## config.mk

```make
export PLATFORM = sky130hd
export DESIGN_NAME = ex_wb_stage
export DESIGN_NICKNAME = d
export VERILOG_FILES = /design/src/rtl/ex_wb_stage.sv
export SDC_FILE = /design/constraint.sdc
export NUM_CORES = 1
export LEC_CHECK = 0
export CORE_MARGIN = 2
export CORE_UTILIZATION = 40
export DETAILED_ROUTE_END_ITERATION = 6
export HOLD_SLACK_MARGIN = 0.12
export PLACE_DENSITY = 0.67
export SLEW_MARGIN = 5
export SYNTH_ARGS = -nofsm -noshare
export SYNTH_HDL_FRONTEND = slang
export SYNTH_SLANG_ARGS = --single-unit
```

## constraint.sdc

```tcl
create_clock -name clk -period 5.9 [get_ports clk]
set_input_delay 1.18 -clock clk [delete_from_list [all_inputs] [get_ports clk]]
set_output_delay 1.18 -clock clk [all_outputs]
set_load 0.03 [all_outputs]
```

## src/rtl/ex_wb_stage.sv

```systemverilog
// ex_wb_stage: execute / write-back stage downstream of the DOF register.
//   clk, reset(async active-low)   clock and reset
//   in_valid + operand/control     DOF-latched instruction fields
//   stall                          holds IF/DOF while a memory op is pending
//   dmem_*                         req/ack data-memory transaction
//   wb_RW/wb_DA/wb_data            registered register-file write-back
//   br_taken/br_target             one-cycle branch pulse and destination
//   flag_Z/flag_N                  zero / sign of the last FU result
module ex_wb_stage #(
    parameter int DATA_W = 32,
    parameter int ADDR_W = 14
) (
    input  logic              clk,
    input  logic              reset,
    input  logic              in_valid,
    input  logic [DATA_W-1:0] bus_A,
    input  logic [DATA_W-1:0] bus_B,
    input  logic [4:0]        FS,
    input  logic [4:0]        SH,
    input  logic [1:0]        MD,
    input  logic              RW,
    input  logic [4:0]        DA,
    input  logic              MW,
    input  logic [1:0]        BS,
    input  logic              PS,
    input  logic [DATA_W-1:0] PC_2,
    output logic              stall,
    output logic              dmem_req,
    output logic              dmem_we,
    output logic [ADDR_W-1:0] dmem_addr,
    output logic [DATA_W-1:0] dmem_wdata,
    input  logic              dmem_ack,
    input  logic [DATA_W-1:0] dmem_rdata,
    output logic              wb_RW,
    output logic [4:0]        wb_DA,
    output logic [DATA_W-1:0] wb_data,
    output logic              br_taken,
    output logic [DATA_W-1:0] br_target,
    output logic              flag_Z,
    output logic              flag_N
);
    typedef enum logic {S_IDLE, S_MEM} state_t;

    state_t            state_q, state_d;
    logic              req_q, req_d, we_q, we_d;
    logic [ADDR_W-1:0] addr_q, addr_d;
    logic [DATA_W-1:0] wdata_q, wdata_d;
    logic              mem_rw_q, mem_rw_d;
    logic [4:0]        mem_da_q, mem_da_d;
    logic              wb_rw_q, wb_rw_d;
    logic [4:0]        wb_da_q, wb_da_d;
    logic [DATA_W-1:0] wb_data_q, wb_data_d;
    logic              br_taken_q, br_taken_d;
    logic [DATA_W-1:0] br_target_q, br_target_d;
    logic              z_q, z_d, n_q, n_d;

    // Function unit
    logic [DATA_W-1:0] sum_add, sum_sub, fu_res, slt_res, pc_rel;
    logic              v_sub, mem_op;

    always_comb begin
        sum_add = bus_A + bus_B;
        sum_sub = bus_A + ~bus_B + {{(DATA_W-1){1'b0}}, 1'b1};
        // Signed overflow of A-B: operands differ in sign and the result
        // sign differs from A.
        v_sub   = (bus_A[DATA_W-1] != bus_B[DATA_W-1]) &&
                  (sum_sub[DATA_W-1] != bus_A[DATA_W-1]);
        slt_res = {{(DATA_W-1){1'b0}}, sum_sub[DATA_W-1] ^ v_sub};
        pc_rel  = PC_2 + bus_B;
        mem_op  = (MD == 2'b01) || MW;
        case (FS)
            5'b00000: fu_res = bus_A;
            5'b00001: fu_res = bus_A + {{(DATA_W-1){1'b0}}, 1'b1};
            5'b00010: fu_res = sum_add;
            5'b00101: fu_res = sum_sub;
            5'b00110: fu_res = bus_A - {{(DATA_W-1){1'b0}}, 1'b1};
            5'b01000: fu_res = bus_A & bus_B;
            5'b01010: fu_res = bus_A | bus_B;
            5'b01100: fu_res = bus_A ^ bus_B;
            5'b01110: fu_res = ~bus_A;
            5'b10000: fu_res = bus_B;
            5'b10100: fu_res = bus_B >> SH;
            5'b11000: fu_res = bus_B << SH;
            default:  fu_res = '0;
        endcase
    end

    // Next-state / control
    always_comb begin
        state_d     = state_q;
        req_d       = req_q;
        we_d        = we_q;
        addr_d      = addr_q;
        wdata_d     = wdata_q;
        mem_rw_d    = mem_rw_q;
        mem_da_d    = mem_da_q;
        wb_rw_d     = 1'b0;  // strobes are single-cycle
        wb_da_d     = wb_da_q;
        wb_data_d   = wb_data_q;
        br_taken_d  = 1'b0;
        br_target_d = br_target_q;
        z_d         = z_q;
        n_d         = n_q;
        case (state_q)
            S_IDLE: begin
                if (in_valid) begin
                    case (BS)
                        2'b01: if ((bus_A == '0) ^ PS) begin
                            br_taken_d  = 1'b1;
                            br_target_d = pc_rel;
                        end
                        2'b10: begin
                            br_taken_d  = 1'b1;
                            br_target_d = bus_A;
                        end
                        2'b11: begin
                            br_taken_d  = 1'b1;
                            br_target_d = pc_rel;
                        end
                        default: ;
                    endcase
                    if (MD != 2'b01) begin
                        z_d = (fu_res == '0);
                        n_d = fu_res[DATA_W-1];
                    end
                    if (mem_op) begin
                        addr_d   = bus_A[ADDR_W-1:0];
                        wdata_d  = bus_B;
                        mem_da_d = DA;
                        mem_rw_d = RW;
                        req_d    = 1'b1;
                        we_d     = MW;  // MW wins over MD=01
                        state_d  = S_MEM;
                    end else begin
                        wb_rw_d   = RW;
                        wb_da_d   = DA;
                        wb_data_d = (MD == 2'b10) ? slt_res : fu_res;
                    end
                end
            end
            S_MEM: begin
                if (dmem_ack) begin
                    req_d   = 1'b0;
                    state_d = S_IDLE;
                    if (!we_q) begin
                        wb_rw_d   = mem_rw_q;
                        wb_da_d   = mem_da_q;
                        wb_data_d = dmem_rdata;
                    end
                end
            end
            default: state_d = S_IDLE;
        endcase
    end

    always_ff @(posedge clk or negedge reset) begin
        if (!reset) begin
            state_q     <= S_IDLE;
            req_q       <= 1'b0;
            we_q        <= 1'b0;
            addr_q      <= '0;
            wdata_q     <= '0;
            mem_rw_q    <= 1'b0;
            mem_da_q    <= '0;
            wb_rw_q     <= 1'b0;
            wb_da_q     <= '0;
            wb_data_q   <= '0;
            br_taken_q  <= 1'b0;
            br_target_q <= '0;
            z_q         <= 1'b0;
            n_q         <= 1'b0;
        end else begin
            state_q     <= state_d;
            req_q       <= req_d;
            we_q        <= we_d;
            addr_q      <= addr_d;
            wdata_q     <= wdata_d;
            mem_rw_q    <= mem_rw_d;
            mem_da_q    <= mem_da_d;
            wb_rw_q     <= wb_rw_d;
            wb_da_q     <= wb_da_d;
            wb_data_q   <= wb_data_d;
            br_taken_q  <= br_taken_d;
            br_target_q <= br_target_d;
            z_q         <= z_d;
            n_q         <= n_d;
        end
    end

    assign stall      = (state_q == S_MEM);
    assign dmem_req   = req_q;
    assign dmem_we    = we_q;
    assign dmem_addr  = addr_q;
    assign dmem_wdata = wdata_q;
    assign wb_RW      = wb_rw_q;
    assign wb_DA      = wb_da_q;
    assign wb_data    = wb_data_q;
    assign br_taken   = br_taken_q;
    assign br_target  = br_target_q;
    assign flag_Z     = z_q;
    assign flag_N     = n_q;
endmodule

```

Word-level counts from Yosys, hierarchy flattened. Cells that the tools add are included.

Register bits after elaboration: 128. Input bits: 154. Output and inout port bits: 122. Word-level logic and storage cells: 98.

Add/subtract/negate cells: 6. Equal/unequal tests: 25. Shift-type cells: 2. Muxes and demuxes: 31. Bitwise gates (word level): 8. Reductions and logical operators: 12.

Operators by type and width (count): 32-bit one-hot mux with 12 select lines (1); 32-bit two-way mux (6); 32-bit adder (3); 32-bit one-hot mux with 3 select lines (1); 32-bit by 1-bit adder with 32-bit output, second input constant (2); 32-bit zero test (2); 32-bit NOT (2); 32-bit one-hot mux with 2 select lines (1); 32-bit AND (1); 32-bit bitwise OR (1); 32-bit by 5-bit << shifter with 32-bit output (1); 32-bit by 5-bit right shift with 32-bit output (1); 32-bit by 1-bit subtractor with 32-bit output, second input constant (1); 32-bit XOR (1); 5-bit by 4-bit equality test with 1-bit output, second input constant (4); 5-bit two-way mux (4); 5-bit equality test, second input constant (3); 1-bit two-way mux (13); 2-bit != test, second input constant (6); 5-bit by 3-bit equality test with 1-bit output, second input constant (2); 5-bit one-hot mux with 2 select lines (1); 3-bit AND reduction (3); 1-bit one-hot mux with 2 select lines (4); 4-bit AND reduction (2); 13 further kinds (18).

Depth between registers and ports, before layout. Gate-level depths: netlist (run 1).

Word-level depth: 10. Mapped depth: 24. Depth with buffers taken out: 22.

Worst setup path after synthesis (run 1). Ideal clock, no wire load.

Kind: input to register. From: input bus_B[4]. To: register z_q (netlist: flag_Z). Setup time: 76 ps. Data arrival time: 6014 ps. Required time: 5824 ps. Path slack: -191 ps. Stages: 18. Buffers on the path: 2. Cell sequence: clkbuf_1 -> or4_1 -> nor4b_2 -> xnor2_1 -> a21oi_1 -> ha_1 -> clkbuf_1 -> a21o_1 -> a211oi_1 -> nor3b_1 -> a21o_1 -> xor2_1 -> nor2_1 -> a211o_1 -> or4bb_1 -> or4_1 -> or4b_1 -> o21ai_1.

Cells in the longest elaborated chain, start to end: 5.

Ends and longest elaborated chain: start: declaration (RTL line 17) `input logic [DATA_W-1:0] bus_B,`; 32-bit NOT (RTL line 63) `sum_sub = bus_A + ~bus_B + {{(DATA_W-1){1'b0}}, 1'b1};`; 32-bit adder (RTL line 63); 32-bit by 1-bit adder with 32-bit output (RTL line 63); 32-bit one-hot mux with 12 select lines (*) (RTL line 71) `case (FS)`; 32-bit zero test (*) (RTL line 123) `z_d = (fu_res == '0);`; end signal: assignment (RTL line 185) `z_q <= z_d;`; end: declaration (RTL line 55) `logic z_q, z_d, n_q, n_d;`.

Every way passes the cells marked *; elsewhere a longest branch is shown, timed or not. A chain may end at the register's enable or synchronous reset.

Worst setup path after layout (run 1).
From: input bus_A[12]. To: register z_q (netlist: flag_Z).

Cells in the longest elaborated chain, start to end: 4.

Ends and longest elaborated chain: start: declaration (RTL line 16) `input logic [DATA_W-1:0] bus_A,`; 32-bit adder (RTL line 63); 32-bit by 1-bit adder with 32-bit output (RTL line 63); 32-bit one-hot mux with 12 select lines (*) (RTL line 71); 32-bit zero test (*) (RTL line 123).

Marked as above.

==> reports/metrics.cfg, run 1 <==
[yosys]
synth_warnings = 0
yosysTopAreaCellShare_pct = 17.59
synth-simple-area-share_pct = 21.48
yosysMostFrequentCell = nand2_1
synth-compound-area-share_pct = 27.98
yosysSeqAreaShare_pct = 17.59
synth.avg_cell_area_um2 = 7.496
synth_xor_area_share_pct = 3.993
synth_seq_cells = 128
ys_types = 94
synth_edf_count = 0
synth_top_family_by_area = compound AO/OA/AOI/OAI gates
synth_ff_type = dfrtp_1
synth_common_cells = nand2_1 (247), nor2_1 (246), a21oi_1 (207)
synth_area_leaders = dfrtp_1 (18%), ha_1 (11%), a21oi_1 (5.7%), nand2_1 (5.1%), nor2_1 (5.1%)
syn_area_um2 = 18210
synthCells = 2429
synthArstFlopShare_pct = 100.0
synthAdderAreaFrac_pct = 11.37
muxShareOfSynthArea_pct = 10.87
synth_top_area_cell = dfrtp_1
synthesis.nets = 2746

[timing]
fin_crit_sh_pct = 98.27
fin_worst_skew_ps = 23.38
max_slew_margin_pct = 28.74
fmax_mhz = 172.5
whs_ps = 480.0
slew_viol_final = 0
finalHoldViolCount = 0
setup_tns_ps = 0
worst_pin_slew_ps = 1061
setup_viol = 0
fin_crit_ps = 5798

[routing]
drc_errors = 4
drt_iter0_drc = 3269
wl_per_cell_um = 27.05
ant_nets = 0
num_vias = 23030
dr.pass1.iters = 7
viasPerCell = 6.201
wl_mm = 100.5

[die]
io_pins = 276
die_w_um = 217.4
die_h_um = 217.4
rows = 78
dieArea_um2 = 47240
core_area_um2 = 45190
initial_utilization_pct = 40.29

[finish]
final_util_pct = 58.28
fin_cells = 3714
drive_above_1_share_pct = 24.05
area_growth_pct = 44.64
n_antenna_cell = 0
nNetsFinal = 3418

[run_status]
violations = design-rule violations
status = finished, violations left

[global_routing]
antenna_found_initial = 1
grt_usage_pct = 41.52
grt_pass1_vias = 21900
grt_first_pass_wirelength_mm = 144.3
grt-ovfl-total = 0
grt_max_degree = 102

[placed_design]
place.gp.congestion = 1.041
port_buffers = 275
dp.cells = 3663
dp_hpwl_mm = 81.23

[worst_setup_path]
worst-endpoint-required_ps = 6320
end_kind = flip-flop
start_kind = primary input
critical_path_class = in2reg
arrival_ps = 6210
path_max_fanout = 4

[clock_network]
path_clk_slew_ps = 60
htree_num_levels = 4
cts_root_buffer = clkbuf_16
numClockSinks = 128
postCtsHoldBufs = 0
cts_buffers = 17
insertion_delay_ps = 500
cts_tree = built
cts_buffer_depth = 2

[pwr]
power_mw = 5.522
p_per_area_nw_per_um2 = 209.7
cellLeakagePower_nw = 11.87
ir_worst_vdd_v = 0.0002809

[worst_hold_path]
hold_class = reg2reg

[flow_run]
cap_violations = 0

[final timing paths]
kind                                      from              to  slack (ps)  depth (start not counted)
worst max-delay path                 bus_A[12]          flag_Z         100                         25
worst min-delay path            dmem_wdata[17]  dmem_wdata[17]         480                          2
worst max register to register           stall          flag_Z        2560                          9
worst min register to register  dmem_wdata[17]  dmem_wdata[17]         480                          2
max in group asynchronous                reset      wb_data[4]        3910                          2
min in group asynchronous                reset    br_target[6]         720                          1
[critical path, cell delays in order]
cell and delay (ps):
clkdlybuf4s50_1 460, inv_1 290, ha_4 280, inv_1 70, a21oi_1 70, o31ai_1 280, buf_4 180, a221oi_1 80
o211ai_1 200, nand2_1 120, o2111a_1 270, nor3_2 150, nor2_1 50, nor2_1 90, nor2_1 60, fa_1 480
nor2_1 50, a21oi_1 130, o211ai_1 120, nor4_2 310, buf_4 180, nand3_1 70, or3_4 390, or4b_1 510
o21ai_1 130
[power by group]
| part | total (mW) | switching, mW | internal (mW) |
|---|---|---|---|
| registers | 1.26 | 0.138 | 1.12 |
| clock network | 1.17 | 0.532 | 0.635 |
| logic | 3.09 | 1.81 | 1.28 |
| total | 5.52 | 2.48 | 3.04 |
[cells in the final DEF (no fill, tap or decap), drive strengths merged, types with 18 or more instances in the layout]
master         count
mux2i             93
nand2b            23
nor2             246
nor4              27
clkdlybuf4s50    253
inv              120
nand3             61
a211oi            39
nand2            247
o2111ai           18
xor2              23
a22oi             36
mux4              32
o211ai            43
o21a              20
o21ai            176
xnor2             60
dfrtp            128
a21oi            207
ha               159
a31oi             25
and3              28
or3               19
a21o              38
mux2              28
nor2b             26
nor3              66
nand4             23
buf              557
o22ai             23
[repair_timing]
action | in CTS | in global routing
setup endpoints to repair | 3 | 4
setup buffers | 1 | 18
resized for setup | 20 | 101
pin swaps | 11 | 61
endpoints found under the hold margin | 0 | 0
cloned | 0 | 0
[routing by layer]
layer	GRT usage, %	routed length (um)	share of wire, %
met5	0	0	0
met3	9.839	10900	11
met4	14.06	3389	3.4
met2	62.66	42790	43
met1	57.87	43400	43
[cell families after synthesis]
| logic type | Yosys count |
|---|---|
| AND/OR/NAND/NOR | 829 |
| AO/OA/AOI/OAI | 782 |
| flip-flops | 128 |
| buffers and inverters | 291 |
| adder cells (fa/ha/maj) | 163 |
| multiplexers | 153 |
| XOR/XNOR | 83 |
[sequential cells by signal, indices dropped and copies added (netlist names)]
name        cells
dmem_req        1
br_taken        1
br_target      32
dmem_we         1
wb_data        32
dmem_addr      14
dmem_wdata     32
stall           1
flag_Z          1
flag_N          1
mem_rw_q        1
wb_DA           5
wb_RW           1
mem_da_q        5
[stage by stage]
stage | worst slack [ps] | instance area, um^2
after floorplan | 0.9219 | 18230
after global placement | -890.0 | 25060
after detailed placement | -924.0 | 25060
after CTS | 9.360 | 25750
after global routing | -4.506 | 26340
final | 102.0 | 26340
[cell type report]
class                   instances  area, um^2
flip-flops and latches        128        3203
repair buffers                827        7047
clock buffers                  17       425.4
fillers                      4250       18850
clock inverters                15       172.7
well taps                     600       750.7
multi-input cells            2010       14290
inverters                     117       445.4
No activity file was read; power rests on OpenSTA's default activity.
==> run 2: changes to the inputs <==
- CAP_MARGIN: unset -> 15
- CORE_UTILIZATION: 40 -> 61
- PLACE_DENSITY: 0.67 -> 0.94
==> run 2 against run 1 <==
  * The run now fails in global routing (5_1_grt)
  * Area after synthesis unchanged
  * Synthesized cell count unchanged
==> reports/metrics.cfg, run 2 <==
[timing]
postGrtWorstEndpoint = flag_Z$_DFFE_PN0P_/D
worst_path_end_type = register data pin

[placed_design]
port_buffers = 275  ; unchanged
place.gp.congestion = 1.384  ; +33%
dp_hpwl_mm = 66.17  ; -19%
pre_cts_ws_ps = -753.0  ; +171.0 ps
dp.cells = 3324  ; -9.3%
post_dp_cell_area_um2 = 23790  ; -5.1%

[yosys]
synth_seq_cells = 128  ; unchanged
synth_area_leaders = dfrtp_1 (18%), ha_1 (11%), a21oi_1 (5.7%), nand2_1 (5.1%), nor2_1 (5.1%)
yosysSeqAreaShare_pct = 17.59  ; unchanged
yosysTopAreaCellShare_pct = 17.59  ; unchanged
ys_types = 94  ; unchanged
synthCells = 2429  ; unchanged
synth_top_area_cell = dfrtp_1
synthesis.nets = 2746  ; unchanged
synth.avg_cell_area_um2 = 7.496  ; unchanged
synth_ff_type = dfrtp_1
synthArstFlopShare_pct = 100.0  ; unchanged
yosysMostFrequentCell = nand2_1
synth_common_cells = nand2_1 (247), nor2_1 (246), a21oi_1 (207)
syn_area_um2 = 18210  ; unchanged
synth_warnings = 0  ; unchanged
synth_edf_count = 0  ; unchanged

[clock_network]
cts_buffers = 17  ; unchanged
numClockSinks = 128  ; unchanged
cts_root_buffer = clkbuf_16
cts_buffer_depth = 2  ; unchanged
postCtsHoldBufs = 0  ; unchanged
htree_num_levels = 4  ; unchanged

[die]
die_w_um = 176.8  ; -19%
rows = 63  ; -19%
die_h_um = 176.8  ; -19%
io_pins = 276  ; unchanged
initial_utilization_pct = 61.76  ; +21 points

[run_status]
failing_step = global routing (5_1_grt)
firstError = [ERROR GRT-0232] Routing congestion too high. Check the congestion heatmap in the GUI.
status = stopped before the end

[global_routing]
grt-ovfl-total = 492
grt_usage_pct = 85.11
grt_max_degree = 80

## run 2: layer usage
metal  overflow  track usage (%)
met1         66            84.06
met2        241            94.34
met3         48            77.73
met4        127            82.99
met5         10            71.63
## run 2: what timing repair did
| action | in CTS |
|---|---|
| pin swaps | 13 |
| buffers inserted | 18 |
| gates resized for setup | 21 |
| endpoints found under the setup margin | 3 |
## run 2: metrics by stage
stage          utilization, %  hold WS [ps]
2_1_floorplan               -         444.4
3_3_place_gp            80.69         460.1
3_5_place_dp            80.69         468.6
4_1_cts                 83.42         482.4
## run 2: kinds of logic after synthesis
| group | count (synthesis) | synth area share [%] |
|---|---|---|
| adder cells (fa/ha/maj) | 163 | 11.37 |
| buffers and inverters | 291 | 6.721 |
| AO/OA/AOI/OAI | 782 | 27.98 |
| multiplexers | 153 | 10.87 |
| XOR/XNOR | 83 | 3.993 |
| AND/OR/NAND/NOR | 829 | 21.48 |
| flip-flops | 128 | 17.59 |
==> run 3: changes to the inputs <==
- CORE_UTILIZATION: 61 -> 40
- HOLD_SLACK_MARGIN: 0.12 -> unset
- PLACE_DENSITY: 0.94 -> unset
- PLACE_DENSITY_LB_ADDON: unset -> 0.15
==> run 3 against run 2 <==
  * The run now ends clean
==> reports/metrics.cfg, run 3 (same netlist as run 1, synthesis figures left out) <==
[worst_setup_path]
r2r_start = stall
reg2reg_depth = 9
worst-endpoint-required_ps = 6320
cp_slowest_stage_delay_ps = 580
start_kind = primary input
cp_slowest_cell = or4_4
arrival_ps = 6240
critical_path_class = in2reg
crit_chain = clkdlybuf4s50_1, buf_4, or3_1, ha_1, nor2b_1, o22ai_2, xnor2_2, a211o_2, or4_4, nor4_2, nand3_1, or4_1, or4_4, or4b_1, o21ai_1
reg2reg_slack_ps = 2590
reg2reg_to = flag_Z
path_max_fanout = 12
crit_top_cell = or4_4
end_kind = flip-flop

[routing]
ant_nets = 0
dr.pass1.iters = 6
drt_iter0_drc = 3045
drc_errors = 0
num_vias = 23100
viasPerCell = 6.239
wl_per_cell_um = 26.63
wl_mm = 98.60

[placed_design]
port_buffers = 275  ; unchanged
place.gp.congestion = 1.085  ; -22%
dp_hpwl_mm = 79.56  ; +20%
pre_cts_ws_ps = -912.3  ; -159.3 ps
dp.cells = 3646  ; +9.7%

[pwr]
clockPowerShare_pct = 20.7
cellLeakagePower_nw = 11.79
combPwrFrac_pct = 56.3
seq_power_share_pct = 23.0
internal_power_mw = 3.003
ir_worst_vdd_v = 0.0002233
p_per_area_nw_per_um2 = 208.2
p_sw_share_pct = 44.93
switchingPower_mw = 2.450

[clock_network]
path_clk_slew_ps = 70
numClockSinks = 128  ; unchanged
cts_tree = built
htree_num_levels = 4  ; unchanged
cts_buffers = 17  ; unchanged
cts_root_buffer = clkbuf_16
cts_buffer_depth = 2  ; unchanged
insertion_delay_ps = 510

[die]
io_pins = 276  ; unchanged
die_h_um = 217.4  ; +23%
initial_utilization_pct = 40.29  ; -21 points
die_w_um = 217.4  ; +23%
core_area_um2 = 45190
rows = 78  ; +24%
dieArea_um2 = 47240

[global_routing]
grt_first_pass_wirelength_mm = 140.8
grt_pass1_vias = 21780
grt_max_degree = 102
grt_usage_pct = 40.41
grt-ovfl-total = 0
antenna_found_initial = 2

[timing]
whs_ps = 482.2
worst_pin_slew_ps = 1093
setup_viol = 0
finalHoldViolCount = 0
fin_worst_skew_ps = 29.04
setup_ws_ps = 76.56
fmax_mhz = 171.7
fin_crit_ps = 5823
fin_crit_sh_pct = 98.70
max_slew_margin_pct = 26.17
slew_viol_final = 0

[finish]
area_growth_pct = 43.89
final_common_cell = buf_4
n_antenna_cell = 0
layout_common_cells = buf_4 (528), clkdlybuf4s50_1 (251), nand2_1 (245)
fin_cells = 3702
drive_above_1_share_pct = 24.05
nNetsFinal = 3406

[run_status]
status = complete, no violations

[flow_run]
cap_violations = 0

[worst_hold_path]
hold_class = reg2reg
min_to = dmem_wdata[28]
min-delay-start = dmem_wdata[28]
holdPathStages = 2

[run 3: worst max-delay path by stage]
stage / from / end / slack (ps) / depth (start not counted)
2_1_floorplan: bus_B[4] / flag_Z / 0.9 / 18
3_3_place_gp: bus_B[5] / flag_Z / -760 / 21
3_5_place_dp: bus_B[5] / flag_Z / -910 / 18
4_1_cts: bus_B[1] / flag_Z / 10 / 17
5_1_grt: bus_A[7] / flag_Z / -40 / 23
6_report: bus_B[0] / flag_Z / 80 / 15
[run 3: repair_timing]
| action | in CTS | in global routing |
|---|---|---|
| pin swaps | 13 | 52 |
| endpoints found under the setup margin | 3 | 7 |
| gates resized for setup | 15 | 120 |
| setup buffers | 6 | 18 |
| hold buffers | 0 | 0 |
| gates cloned | 0 | 0 |
[run 3: metal layers]
metal	track usage [%]	wire length [um]
met1	55.78	41310
met3	9.867	11710
met2	60.07	41360
met4	16.60	4216
met5	0	10
[run 3: power groups by stage]
stage	Clock, mW	Combinational, mW	Sequential (mW)
final	1.13	3.07	1.25
after global routing	1.18	3.23	1.29
after CTS	1.15	2.96	1.26
after detailed placement	0	2.94	1.27
after global placement	0	2.92	1.26
after floorplan	0	1.06	1.73
[run 3: cell type report]
type / count / area (um^2)
inverters: 117 / 441.7
clock buffers: 18 / 439.2
well taps: 600 / 750.7
flip-flops and latches: 128 / 3203
clock inverters: 14 / 147.6
repair buffers: 815 / 6902
multi-input cells: 2010 / 14320
fillers: 4198 / 18990
[run 3: through the flow]
stage	area [um^2]	total power [mW]	setup TNS (ps)	util (%)
finish	26200	5.453	0	57.98
global route	26200	5.698	-43.18	57.98
CTS	25580	5.364	0	56.62
detailed placement	24890	4.208	-4809	55.09
global placement	24890	4.176	-3627	55.09
floorplan	18230	2.797	0	-
[run 3: critical path: cells and delay by family]
family / cells / cell delay (ps)
xor gates and xnor gates: 1 / 190
and+or+nand+nor: 8 / 3200
AOI/OAI and AO/OA: 3 / 670
adders and majority gates: 1 / 240
buffers and inverters: 2 / 760
==> run 4: changes to the inputs <==
- CTS_CLUSTER_DIAMETER: unset -> 150
- PLACE_DENSITY: unset -> 0.58
- PLACE_DENSITY_LB_ADDON: 0.15 -> unset
- clock period: 5.9 -> 6.23 ns (I/O delays scaled with it)
==> run 4 against run 3 <==
  * Power decreased by 6.0%
  * Utilization decreased by 1.9 points
  * Critical endpoint unchanged
  * Clock skew decreased by 9.8 ps
  * Largest cell class unchanged
==> reports/metrics.cfg, run 4 (same netlist as run 1, synthesis figures left out) <==
[run_status]
status = complete, no violations

[timing]
slew_viol_final = 0  ; unchanged
setup_tns_ps = 0  ; unchanged
fin_crit_sh_pct = 96.86
setup_ws_ps = 195.4  ; +118.8 ps
setup_viol = 0  ; unchanged
max_slew_margin_pct = 24.17  ; -2.0 points
fin_worst_skew_ps = 19.27  ; -9.765 ps
finalHoldViolCount = 0  ; unchanged
fin_crit_ps = 6035
worst_pin_slew_ps = 1131  ; +38.81 ps
fmax_mhz = 165.7
whs_ps = 481.0  ; -1.293 ps

[die]
io_pins = 276  ; unchanged
dieArea_um2 = 47240  ; unchanged
core_area_um2 = 45190  ; unchanged
initial_utilization_pct = 40.29  ; unchanged
rows = 78  ; unchanged
die_h_um = 217.4  ; unchanged
die_w_um = 217.4  ; unchanged

[worst_setup_path]
end_kind = flip-flop
cp_slowest_stage_delay_ps = 620  ; +40 ps
r2r_start = stall
crit_chain = clkdlybuf4s50_1, inv_2, ha_1, nor4_2, buf_4, a21oi_4, o211ai_1, nand2_1, o2111a_1, nor3_2, nor2_1, nor2_1, nor2_1, fa_1, nor2_1, a21oi_1, o211ai_1, nor4_2, buf_4, nand3_1, or3_1, or4b_1, o21ai_1
start_kind = primary input
reg2reg_to = flag_Z
arrival_ps = 6450  ; +210 ps
cp_slowest_cell = clkdlybuf4s50_1
crit_top_cell = nor2_1
path_max_fanout = 3  ; -9
critical_path_class = in2reg
reg2reg_slack_ps = 2850  ; +260 ps
reg2reg_depth = 9  ; unchanged
worst-endpoint-required_ps = 6640  ; +320 ps

[pwr]
ir_worst_vdd_v = 0.0002426  ; +8.6%
clockPowerShare_pct = 21.6  ; +0.9 points
power_mw = 5.129  ; -6.0%
seq_power_share_pct = 23.2  ; +0.2 points
combPwrFrac_pct = 55.2  ; -1.1 points
internal_power_mw = 2.887  ; -3.9%
switchingPower_mw = 2.242  ; -8.5%
p_sw_share_pct = 43.71  ; -1.2 points
cellLeakagePower_nw = 11.33  ; -3.9%
p_per_area_nw_per_um2 = 202.5  ; -2.7%

[worst_hold_path]
hold_class = reg2reg
min-delay-start = dmem_addr[4]
holdPathStages = 2  ; unchanged
min_to = dmem_addr[4]

[clock_network]
insertion_delay_ps = 500  ; about the same
htree_num_levels = 4  ; unchanged
cts_buffer_depth = 2  ; unchanged
cts_root_buffer = clkbuf_16
cts_tree = built
cts_buffers = 17  ; unchanged
numClockSinks = 128  ; unchanged
path_clk_slew_ps = 60  ; about the same

[placed_design]
post_dp_cell_area_um2 = 24520  ; -1.5%
port_buffers = 275  ; unchanged
dp_hpwl_mm = 79.64  ; +0.10%
dp.cells = 3594  ; -1.4%
pre_cts_ws_ps = -612.5  ; +299.8 ps
place.gp.congestion = 1.066  ; -1.7%

[global_routing]
grt_first_pass_wirelength_mm = 142.2  ; +0.99%
grt_usage_pct = 40.93  ; +0.51 points
grt_pass1_vias = 21730  ; -0.24%
antenna_found_initial = 2  ; unchanged
grt_max_degree = 91  ; -11%
grt-ovfl-total = 0  ; unchanged

[routing]
drt_iter0_drc = 3013  ; -1.1%
viasPerCell = 6.285  ; +0.74%
wl_per_cell_um = 27.17  ; +2.0%
ant_nets = 0  ; unchanged
drc_errors = 0  ; unchanged
num_vias = 22820  ; -1.2%
wl_mm = 98.61  ; about the same
dr.pass1.iters = 6  ; unchanged

[finish]
fillCellCount = 4295  ; +2.3%
final_util_pct = 56.05  ; -1.9 points
fin_cells = 3630  ; -1.9%
nNetsFinal = 3334  ; -2.1%
design_area_um2 = 25330  ; -3.3%
drive_above_1_share_pct = 20.47  ; -3.6 points
layout_common_cells = buf_4 (461), clkdlybuf4s50_1 (263), nand2_1 (247)
final_common_cell = buf_4
area_growth_pct = 39.11

[flow_run]
cap_violations = 0  ; unchanged

-- run 4: worst max-delay path: cells and delay by family --
family          cells  cell delay, ps
compound gates      6            1050
fa+ha+maj           2             870
buf+inv             4            1130
simple gates       11            2150
-- run 4: how the worst max path moves through the flow --
stage,slack (ps),from,end,depth (start not counted)
after floorplan,70,bus_B[4],flag_Z,18
after global placement,-590,bus_B[5],flag_Z,19
after detailed placement,-610,bus_B[5],flag_Z,18
after CTS,30,bus_B[5],flag_Z,24
after global routing,-30,bus_B[8],flag_Z,26
final,200,bus_A[10],flag_Z,23
-- run 4: final cells by class --
type                       count  area (um^2)  area share, %
multi-input combinational   2010        13960          55.11
timing repair buffer         743         6355          25.09
sequential                   128         3203          12.65
tap                          600        750.7          2.964
clock buffer                  20        466.7          1.843
inverter                     117        439.2          1.734
clock inverter                11        152.6         0.6027
antenna                        1        2.502       0.009880
-- run 4: routing by layer --
| metal | global-route usage [%] | vias to the layer above | share of wire (%) |
|---|---|---|---|
| li1 | - | 10160 | - |
| met1 | 56.76 | 10980 | 42 |
| met2 | 61.65 | 1476 | 42 |
| met3 | 9.825 | 195 | 12 |
| met4 | 14.68 | 2 | 3.5 |
| met5 | 0 | - | 0.013 |
-- run 4: repair_timing --
action	CTS	global route
setup buffers	0	4
endpoints found under the setup margin	1	4
gates resized for setup	3	42
pin swaps	0	21
hold buffers	0	0
-- run 4: power groups by stage --
stage | combinational [mW] | sequential (mW) | clock (mW)
floorplan | 1.01 | 1.64 | 0
global placement | 2.73 | 1.19 | 0
detailed placement | 2.76 | 1.20 | 0
CTS | 2.77 | 1.19 | 1.13
global route | 2.99 | 1.22 | 1.15
finish | 2.83 | 1.19 | 1.11
==> patch: new RTL, flow settings as in run 4 <==
Set the parameter `ADDR_W` to 15 (it was 14).
--- a/src/rtl/ex_wb_stage.sv
+++ b/src/rtl/ex_wb_stage.sv
@@ -9,5 +9,5 @@
 module ex_wb_stage #(
     parameter int DATA_W = 32,
-    parameter int ADDR_W = 14
+    parameter int ADDR_W = 15
 ) (
     input  logic              clk,
Interface: changed (resized dmem_addr); port bits go from 276 to 277. No check against the original RTL was run, so the function may have changed too.
==> patch against run 4 <==
Via count is 6.3% lower; routed wire length is 2.7% lower; die area is 0.74% lower; cell area is 6.6% lower; count of clock-buffer cells in the layout is 2 lower; total power is 2.1% lower; utilization is 2.8 points lower; synthesized area is 0.76% lower; sequential cell count is 1 higher; setup slack worse by 0.047 ns; critical endpoint unchanged.
==> patch: results (changes against run 4) <==
cell count after placement 3318 (-7.7%); startpoint of the worst hold path dmem_wdata[14]$_DFFE_PN0P_; share of cells above drive strength 1 15.7% (-4.8 points); estimated wirelength of the detail-placed design 76800 um (-3.6%); wire length reported by the detailed router 95900 um (-2.7%); portion of the post-synthesis area used by sequential elements 17.9% (+0.27 points); clock buffer count 18 (-10%); leading cell types by count after synthesis 252 x sky130_fd_sc_hd__nand2_1, 210 x sky130_fd_sc_hd__nor2_1, 186 x sky130_fd_sc_hd__a21oi_1, 170 x sky130_fd_sc_hd__o21ai_0, 159 x sky130_fd_sc_hd__ha_1; maximum clock frequency 0.164 GHz (-0.77%); Via density 6.38 (+1.5%); worst-case setup slack after placement -0.627 ns (-0.0148 ns); crit path DAT 6.50 ns (+0.05 ns); area taken by multi-input logic gates 0.0138 mm2 (-1.1%); routed length on met2 39900 um (-4.4%); count of nets left with antenna violations after detail routing 0 (unchanged); number of gates resized after cts 1 (-2); number of sinks driven by the clock tree 129 (+0.78%); Cell Area, Synth 0.0181 mm2 (-0.76%); number of global-route vias before repair 20534 (-5.5%); Filler Cell Count 4285 (-0.23%); met3 routed wirelength 11400 um (-3.0%); combinational fraction of design power 53.7% (-1.5 points); number of standard cells after synthesis 2349 (-3.3%); leakage dissipation 10.2 nW (-10%); cell depth of the worst flop-to-flop path 12 (+3); biggest fanout along the worst timing path 7 (+4); maximum number of pins on one net before global-route repair 104 (+14%); Endpoint, Worst Hold dmem_wdata[14]$_DFFE_PN0P_; I/O Buffers 276 (+0.36%); Overall Global Routing Usage 40.2% (-0.72 points); met1 wire length 40600 um (-2.7%); number of DRC markers after the initial detailed-route iteration 2585 (-14%); power consumption 5.02 mW (-2.1%); met3 track demand over resource 11.8% (+2.0 points); Net Sw Frac 44.5% (+0.82 points); Non-Clock Buffer Area Fraction 20.6% (-4.5 points); WL per Instance 28.6 um (+5.3%); Worst Max-Slew Pin Slew 1.40 ns (+0.264 ns); met2 global-route usage 59.0% (-2.7 points); ClkCell Share 2.62% (+0.17 points); nets@finish 3064 (-8.1%); Synth area leaders sky130_fd_sc_hd__dfrtp_1 18%, sky130_fd_sc_hd__ha_1 11%, sky130_fd_sc_hd__mux4_2 6.0%; outcome finished, final reports clean; number of synthesis warnings 0 (unchanged); final estimated routing congestion in global placement 1.10 (+2.8%); maximum resistive drop on vdd 0.198 mV (-18%); most congested layer reported by global routing met2; Sequential Area 0.00323 mm2 (+0.78%); reg2reg setup slack 3.03 ns (+0.18 ns); wire length of the first global-routing pass 139000 um (-2.4%); antenna diode count 0 (-1); final worst hold slack 0.477 ns (-0.00407 ns); count of plain and timing-repair buffers in the layout 553 (-26%); worst clock skew on the final layout 0.0245 ns (+0.00519 ns); GR met1 Demand/Resource 55.2% (-1.5 points); antenna violations before repair 4 (+2); Placement Cell Area 0.0230 mm2 (-6.2%); Inverters excl. clock 106 (-9.4%); Area growth syn-to-layout 31.0%; multi-input gate count 1940 (-3.5%)
==> patch: changes by cell type after synthesis, moves of 9 or more <==
| cell | delta |
|---|---|
| sky130_fd_sc_hd__a221oi_1 | +9 |
| sky130_fd_sc_hd__a211oi_1 | -16 |
| sky130_fd_sc_hd__o211ai_1 | -13 |
| sky130_fd_sc_hd__and3_1 | -14 |
| sky130_fd_sc_hd__a21oi_1 | -21 |
| sky130_fd_sc_hd__nor2_1 | -36 |
| sky130_fd_sc_hd__nor3_1 | -14 |
| sky130_fd_sc_hd__nand4_1 | +9 |
| sky130_fd_sc_hd__mux4_2 | +16 |
==> patch: cells by family after synthesis <==
logic type	count (synthesis)	share of synthesized area (%)
DFF	129	17.9
muxes	174	13.2
and+or+nand+nor	799	21.1
adders and majority gates	163	11.5
xor gates and xnor gates	87	4.22
AOI/OAI and AO/OA	717	25.8
buffers and inverters	280	6.35
